$ cat src/rtl/countdown_timer.sv
// rtl/countdown_timer.sv - bomb countdown timer with M:SS ASCII display; optional strike penalty via COUNTDOWN_STRIKE_PENALTY_EN
module countdown_timer #(
    parameter int TICK_DIV        = 65000000,
    parameter int START_SECONDS   = 300,
    parameter int PENALTY_SECONDS = 30
) (
    input  logic        clock,
    input  logic        reset,
    input  logic        begin_timer,
    input  logic        enable,
    input  logic        strike,
    output logic [9:0]  seconds_left,
    output logic [23:0] ascii_timer,
    output logic        running,
    output logic        expired
);

    localparam int             PW       = (TICK_DIV > 1) ? $clog2(TICK_DIV) : 1;
    localparam logic [PW-1:0]  LP_LAST  = PW'(TICK_DIV - 1);
    localparam logic [9:0]     LP_START = 10'(START_SECONDS);

    typedef enum logic [1:0] {
        S_IDLE,
        S_COUNT,
        S_EXPIRED
    } state_t;

    state_t        r_state;
    state_t        w_state_next;
    logic [PW-1:0] r_prescale;
    logic [PW-1:0] w_prescale_next;
    logic [9:0]    r_seconds;
    logic [9:0]    w_seconds_next;
    logic [23:0]   r_ascii;
    logic          w_tick;
    logic [10:0]   w_dec;

    // Binary seconds to three ASCII characters {minute, tens, ones}.
    function automatic logic [23:0] f_to_ascii(input logic [9:0] s);
        logic [9:0] m;
        logic [9:0] r;
        logic [9:0] t;
        logic [9:0] o;
        m = s / 10'd60;
        r = s % 10'd60;
        t = r / 10'd10;
        o = r % 10'd10;
        return {8'(10'h30 + m), 8'(10'h30 + t), 8'(10'h30 + o)};
    endfunction

    assign w_tick = (r_state == S_COUNT) && enable && (r_prescale == LP_LAST);

`ifndef COUNTDOWN_STRIKE_PENALTY_EN
    logic w_unused_strike;
    assign w_unused_strike = strike & (PENALTY_SECONDS != 0);
`endif

    // Next-state logic: restart wins over everything, then prescaler and decrement.
    always_comb begin
        w_state_next    = r_state;
        w_prescale_next = r_prescale;
        w_seconds_next  = r_seconds;
        w_dec           = {10'd0, w_tick};
`ifdef COUNTDOWN_STRIKE_PENALTY_EN
        if (strike) begin
            w_dec = w_dec + 11'(PENALTY_SECONDS);
        end
`endif
        if (begin_timer) begin
            w_state_next    = S_COUNT;
            w_prescale_next = '0;
            w_seconds_next  = LP_START;
        end else if (r_state == S_COUNT) begin
            if (enable) begin
                w_prescale_next = w_tick ? '0 : r_prescale + 1'b1;
            end
            // Saturate at zero; reaching zero ends the countdown in the same update.
            if (w_dec >= {1'b0, r_seconds}) begin
                w_seconds_next = '0;
                w_state_next   = S_EXPIRED;
            end else begin
                w_seconds_next = r_seconds - w_dec[9:0];
            end
        end
    end

    // State, prescaler, seconds and registered display conversion.
    always_ff @(posedge clock) begin
        if (reset) begin
            r_state    <= S_IDLE;
            r_prescale <= '0;
            r_seconds  <= LP_START;
            r_ascii    <= f_to_ascii(LP_START);
        end else begin
            r_state    <= w_state_next;
            r_prescale <= w_prescale_next;
            r_seconds  <= w_seconds_next;
            r_ascii    <= f_to_ascii(r_seconds);
        end
    end

    assign seconds_left = r_seconds;
    assign ascii_timer  = r_ascii;
    assign running      = (r_state == S_COUNT);
    assign expired      = (r_state == S_EXPIRED);

endmodule

$ cat config.mk
export PLATFORM = sky130hd
export DESIGN_NAME = countdown_timer
export DESIGN_NICKNAME = d
export VERILOG_FILES = /design/src/rtl/countdown_timer.sv
export SDC_FILE = /design/constraint.sdc
export NUM_CORES = 1
export LEC_CHECK = 0
export BUFFER_PORTS_ARGS = -buffer_cell sky130_fd_sc_hd__buf_2
export CAP_MARGIN = 30
export CORE_MARGIN = 4
export CORE_UTILIZATION = 52
export CTS_CLUSTER_SIZE = 8
export DETAILED_ROUTE_END_ITERATION = 10
export HOLD_SLACK_MARGIN = 0.03
export PLACE_DENSITY = 0.76
export SYNTH_ARGS = -nofsm -noshare
export SYNTH_HDL_FRONTEND = slang
export SYNTH_SLANG_ARGS = --single-unit
$ cat constraint.sdc
create_clock -name clock -period 2.6 [get_ports clock]
set_input_delay 0.13 -clock clock [delete_from_list [all_inputs] [get_ports clock]]
set_output_delay 0.13 -clock clock [all_outputs]
set_load 0.005 [all_outputs]
==> results of run 1 <==
==> metrics by stage <==
step / hold slack [ns] / cells
floorplan: 0.2093 / 416
global placement: 0.3532 / 577
detailed placement: 0.3533 / 577
CTS: 0.1636 / 607
global route: 0.1708 / 610
finish: 0.1628 / 610
==> cells by family after synthesis <==
| group | count (synthesis) |
|---|---|
| and+or+nand+nor | 185 |
| AOI/OAI and AO/OA | 83 |
| DFF | 60 |
| xor gates and xnor gates | 36 |
| buffers and inverters | 33 |
| adders and majority gates | 7 |
| other | 2 |
| muxes | 2 |
==> what timing repair did <==
action / CTS / global route
gates resized for setup: 36 / 34
hold endpoints to repair: 2 / 0
pin swaps: 12 / 14
setup buffers: 13 / 3
setup endpoints to repair: 12 / 18
hold buffers: 1 / 0
==> layout make-up <==
class,instances,area (um2),share of cell area (%)
Clock buffer,11,151.4,3.225
Clock inverter,5,58.81,1.253
Inverter,8,30.03,0.6397
Multi-Input combinational cell,323,2257,48.08
Sequential cell,60,1224,26.07
Tap cell,75,93.84,1.999
Timing Repair Buffer,128,879.6,18.74
==> worst max-delay path: stages (launching register included) <==
cell and delay, ns:
dfxtp_4 0.40, or3b_1 0.37, a21o_1 0.19, buf_4 0.14
and2_1 0.19, nor2_1 0.19, o21a_2 0.26, a21oi_4 0.09
buf_4 0.15, nor4_2 0.20, o22ai_2 0.18, o211a_1 0.18
a2111o_1 0.35, nand2_1 0.06
==> state kept, by name, summed over array words and instances (netlist names) <==
| register | flops |
|---|---|
| r_state | 2 |
| ascii_timer | 22 |
| seconds_left | 10 |
| r_prescale | 26 |
==> metal layers <==
layer	global-route usage, %	routed length, um	up-vias
li1	-	-	1672
met1	29.60	3860	1693
met2	45.41	5140	147
met3	5.174	565	44
met4	10.88	366	0
met5	0	0	-
==> worst paths after layout <==
path	start	endpoint	slack (ns)	cells past startpoint
max reg2reg	seconds_left[5]	ascii_timer[2]	-0.40	13
min	reset	ascii_timer[1]	0.16	2
min reg2reg	r_prescale[24]	r_prescale[24]	0.50	2
max	seconds_left[5]	ascii_timer[2]	-0.40	13
==> report_power, final <==
group	switching, mW	internal (mW)
registers	0.00523	0.925
clock network	0.379	0.496
logic	0.0359	0.0224
total	0.420	1.44
==> cells in the final DEF (no fill, tap or decap), drive strengths merged, types with 12 or more instances in the layout <==
cell   instances
xor2          19
buf          127
a21oi         12
o21ai         17
xnor2         17
dfxtp         60
nand3         21
nor3          16
nand2         36
nor2          63
==> flow_metrics.tcl, run 1 <==
set metrics [dict create \
    synth_compound_area_share_pct 18.83 \
    cts_tree "done" \
    clk_latency_ns 0.34 \
    grt_pass1_wl_um 15620 \
    synth_largest_area_cell "dfxtp_1" \
    slew_viol_final 0 \
    ir_drop_mv 0.3567 \
    rsz0062_at_grt "yes" \
    detail_route.wl_per_cell_um 16.28 \
    muxShareOfSynthArea_pct 0.7593 \
    cp.arrival_ns 3.28 \
    hp-class "in2reg" \
    clockBufferDepth 2 \
    syn-instance-count 408 \
    max_slew_margin_pct 59.35 \
    total_power_mw 1.863 \
    routabilityCongestion 0.9212 \
    dieArea_um2 7676 \
    rows 28 \
    finalHoldViolations 0 \
    nNetsFinal 540 \
    drtIter0Drc 189 \
    io_buffers 38 \
    p_per_area_nw_per_um2 396.8 \
    syn_area_um2 3296 \
    violations "negative setup slack" \
    synth_warnings 0 \
    fillers 397 \
    htreeDepth 3 \
    drv_cap 0 \
    grt.total_usage_pct 25.53 \
    synthArstFlopShare_pct 0 \
    diodes 0 \
    wirelength_um 9933 \
    ant_nets 0 \
    dp_hpwl_um 6282 \
    synth_commonest_cells "nor2_1, dfxtp_1, nand2_1" \
    synth.most_common_cell "nor2_1" \
    tns_ns -1.456 \
    synth_edf_count 0 \
    yosysSeqAreaShare_pct 36.45 \
    min_period_over_period_pct 115.2 \
    cp_max_fo 7 \
    crit_required_ns 2.88 \
    p_leak_nw 1.878 \
    dpl_cell_area_um2 4088 \
    vias 3556 \
    setup_viol 5 \
    synth_top_family_by_area "simple AND/OR/NAND/NOR gates" \
    yosys.area_share.xor_xnor_pct 9.567 \
    cts-root-buf "clkbuf_8" \
    preCtsSetupSlack_ns -0.4403 \
    grt_start_max_net_pins 25 \
    period_needed_ns 2.996 \
    area_growth_pct 42.44 \
    numCtsBuffers 9 \
    grt_overflow 0 \
    antenna_found_initial 0 \
    synth_seq_cells 60 \
    skew_ns 0.006620 \
    yosys.cell_types.count 69 \
    core_region_area_um2 6026 \
    status "complete, but fails checks" \
    tightestPinTransition_ns 0.6022 \
    clkSinkCount 60 \
    synth_area_leaders "dfxtp_1, nor2_1, xor2_1" \
    yosys.area.top_type_share_pct 36.45 \
    synth_simple_gate_area_share_pct 26.96 \
    synth.avg_cell_area_um2 8.078 \
    fp.dieH_um 87.61 \
    clkSlewWorstSetupHoldPaths_ns 0.07 \
    design_area_um2 4695 \
    fin_util_pct 77.91 \
    grt_pass1_vias 3395 \
    first_pass_iters 5 \
    chipWidth_um 87.61 \
    critPathLaunchType "flop" \
    setup_slack_ns -0.3956 \
    synthFlopType "dfxtp_1" \
    crit_path_end_kind "flop" \
    via_per_inst 5.830 \
    synth_fa_ha_area_share_pct 2.506 \
    drc 0 \
    critical_path_class "reg2reg" \
    ioPinCount 41 \
    initial_core_util_pct 54.69 \
    drive_above_1_share_pct 38.50 \
    timing.fmax_mhz 333.8 \
]
No activity file was read; power rests on OpenSTA's default activity.
==> inputs of run 2 (changes only) <==
RECOVER_POWER = 50   (was not set)
SKIP_CTS_REPAIR_TIMING = 1   (was not set)
==> run 2 against run 1 <==
Worst hold slack better by 0.0052 ns. Largest cell class unchanged. Global-route usage decreased by 1.9 points. Clock-buffer cell count unchanged. First-iteration DRC count decreased by 11%. Worst setup slack got worse by 0.019 ns. Flip-flop and latch count unchanged. Clock skew is 0.0014 ns higher. Clock power barely moved. Sequential share of layout area up 0.76 points. The run still ends with negative setup slack left. Fmax fell by 0.63%. Power about the same.
==> flow_metrics.tcl, run 2 (same netlist as run 1, synthesis figures left out) <==
set metrics [dict create \
    status "complete, but fails checks" \
    violations "negative setup slack" \
    drtIter0Drc 168 \
    p_per_area_nw_per_um2 407.1 \
    via_per_inst 5.731 \
    rrSetupSlack_ns -0.41 \
    nNetsFinal 533 \
    crit_required_ns 2.88 \
    final_cells 603 \
    core_region_area_um2 6026 \
    antenna_found_initial 0 \
    cp_num_buf_inv 1 \
    cp_slowest_cell "dfxtp_4" \
    r2r-start "seconds_left[4]" \
    p_comb_share_pct 3.2 \
    min_period_over_period_pct 116.0 \
    largest_register "r_prescale" \
    seqPwrFrac_pct 49.9 \
    p_leak_nw 1.797 \
    hp-class "in2reg" \
    numCtsBuffers 9 \
    wirelength_um 9285 \
    grt_start_max_net_pins 25 \
    diodes 0 \
    clkSlewWorstSetupHoldPaths_ns 0.07 \
    htreeDepth 3 \
    clkSinkCount 60 \
    finalHoldViolations 0 \
    ant_nets 0 \
    period_needed_ns 3.015 \
    clk_latency_ns 0.33 \
    largest_register_ffs 26 \
    initial_core_util_pct 54.69 \
    fillers 421 \
    io_buffers 38 \
    dpl_cell_area_um2 4088 \
    power_frac_clock_pct 46.9 \
    slew_viol_final 0 \
    dp_hpwl_um 6282 \
    detail_route.wl_per_cell_um 15.40 \
    hp-start "reset" \
    grt_pass1_wl_um 14550 \
    fp.dieH_um 87.61 \
    tns_ns -1.634 \
    ir_drop_mv 0.3584 \
    rows 28 \
    skew_ns 0.007991 \
    drc 0 \
    total_power_mw 1.864 \
    critical_path_class "reg2reg" \
    drv_cap 0 \
    cp.arrival_ns 3.30 \
    layout_commonest_cell "buf_4" \
    dieArea_um2 7676 \
    cts-root-buf "clkbuf_8" \
    path_common_cell "a21o_1" \
    ioPinCount 41 \
    holdPathEnd "ascii_timer[1]" \
    cp_top_family "compound AO/OA/AOI/OAI gates" \
    critPathLaunchType "flop" \
    clockBufferDepth 2 \
    hold_depth 2 \
    setup_slack_ns -0.4148 \
    final_cell_mix "buf_4, nor2_1, dfxtp_1, nand2_1, buf_2" \
    area_growth_pct 38.95 \
    cp_max_fo 6 \
    p_int_mw 1.444 \
    chipWidth_um 87.61 \
    crit_path_end_kind "flop" \
    vias 3456 \
    drive_above_1_share_pct 35.80 \
    reg2reg_to "ascii_timer[2]" \
    grt.total_usage_pct 23.59 \
    tightestPinTransition_ns 0.6007 \
    ff2ff_path_depth 12 \
    max_slew_margin_pct 59.44 \
    setup_viol 5 \
    netSwitchingFraction_pct 22.53 \
    grt_overflow 0 \
    grt_pass1_vias 3288 \
    switchingPower_mw 0.4200 \
    placed_cells 577 \
    first_pass_iters 5 \
    cts_tree "done" \
    crit_path_cell_trace "buf_6, or3b_1, a21o_1, a221oi_2, o21ai_2, a21o_1, and2_4, mux2_4, o31ai_4, o211ai_4, a2111o_1, nand2_1" \
    routabilityCongestion 0.9212 \
    slowest_delay_ns 0.37 \
    timing.fmax_mhz 331.7 \
    design_area_um2 4579 \
    rsz0062_at_grt "yes" \
]
==> run 2: changes by cell type in the layout (fill, tap and decap cells not counted), sizes merged <==
cell / before / now
clkbuf: 11 / 21
buf: 127 / 110
==> run 2: layout make-up <==
class	count	area (um2)	share of cell area (%)
clock inverter	5	58.81	1.284
multi-input combinational	323	2210	48.25
tap	75	93.84	2.049
sequential	60	1229	26.83
timing repair buffer	121	807.0	17.62
clock buffer	11	151.4	3.306
inverter	8	30.03	0.6557
==> run 2: power by group through the flow <==
stage                     clock, mW  sequential, mW  combinational [mW]
final                         0.875           0.930              0.0596
after global routing          0.929           0.931              0.0675
after CTS                     0.883           0.936              0.0552
after detailed placement          0           0.957              0.0553
after global placement            0           0.957              0.0542
after floorplan                   0           0.957              0.0325
==> run 2: how the worst max path moves through the flow <==
stage | from | end | slack [ns] | cells after the start
3_5_place_dp | seconds_left[9] | ascii_timer[3] | -0.44 | 11
2_1_floorplan | seconds_left[8] | ascii_timer[2] | -0.28 | 13
3_3_place_gp | seconds_left[9] | ascii_timer[2] | -0.40 | 11
6_report | seconds_left[4] | ascii_timer[2] | -0.41 | 12
4_1_cts | seconds_left[9] | ascii_timer[3] | -0.45 | 11
5_1_grt | seconds_left[4] | ascii_timer[2] | -0.47 | 12
==> run 2: metrics by stage <==
step,setup slack [ns],util [%],hold WS (ns)
after floorplan,-0.2780,-,0.2093
after global placement,-0.3966,67.84,0.3532
after detailed placement,-0.4403,67.84,0.3533
after CTS,-0.4548,71.32,0.007249
after global routing,-0.4708,76.00,0.1778
final,-0.4148,76.00,0.1681
==> run 2: routing by layer <==
metal,wire [um],part of all wire [%],track usage [%]
met2,4817,52,41.92
met4,210,2.3,8.368
met1,3710,40,27.73
met3,547,5.9,5.362
met5,0,0,0
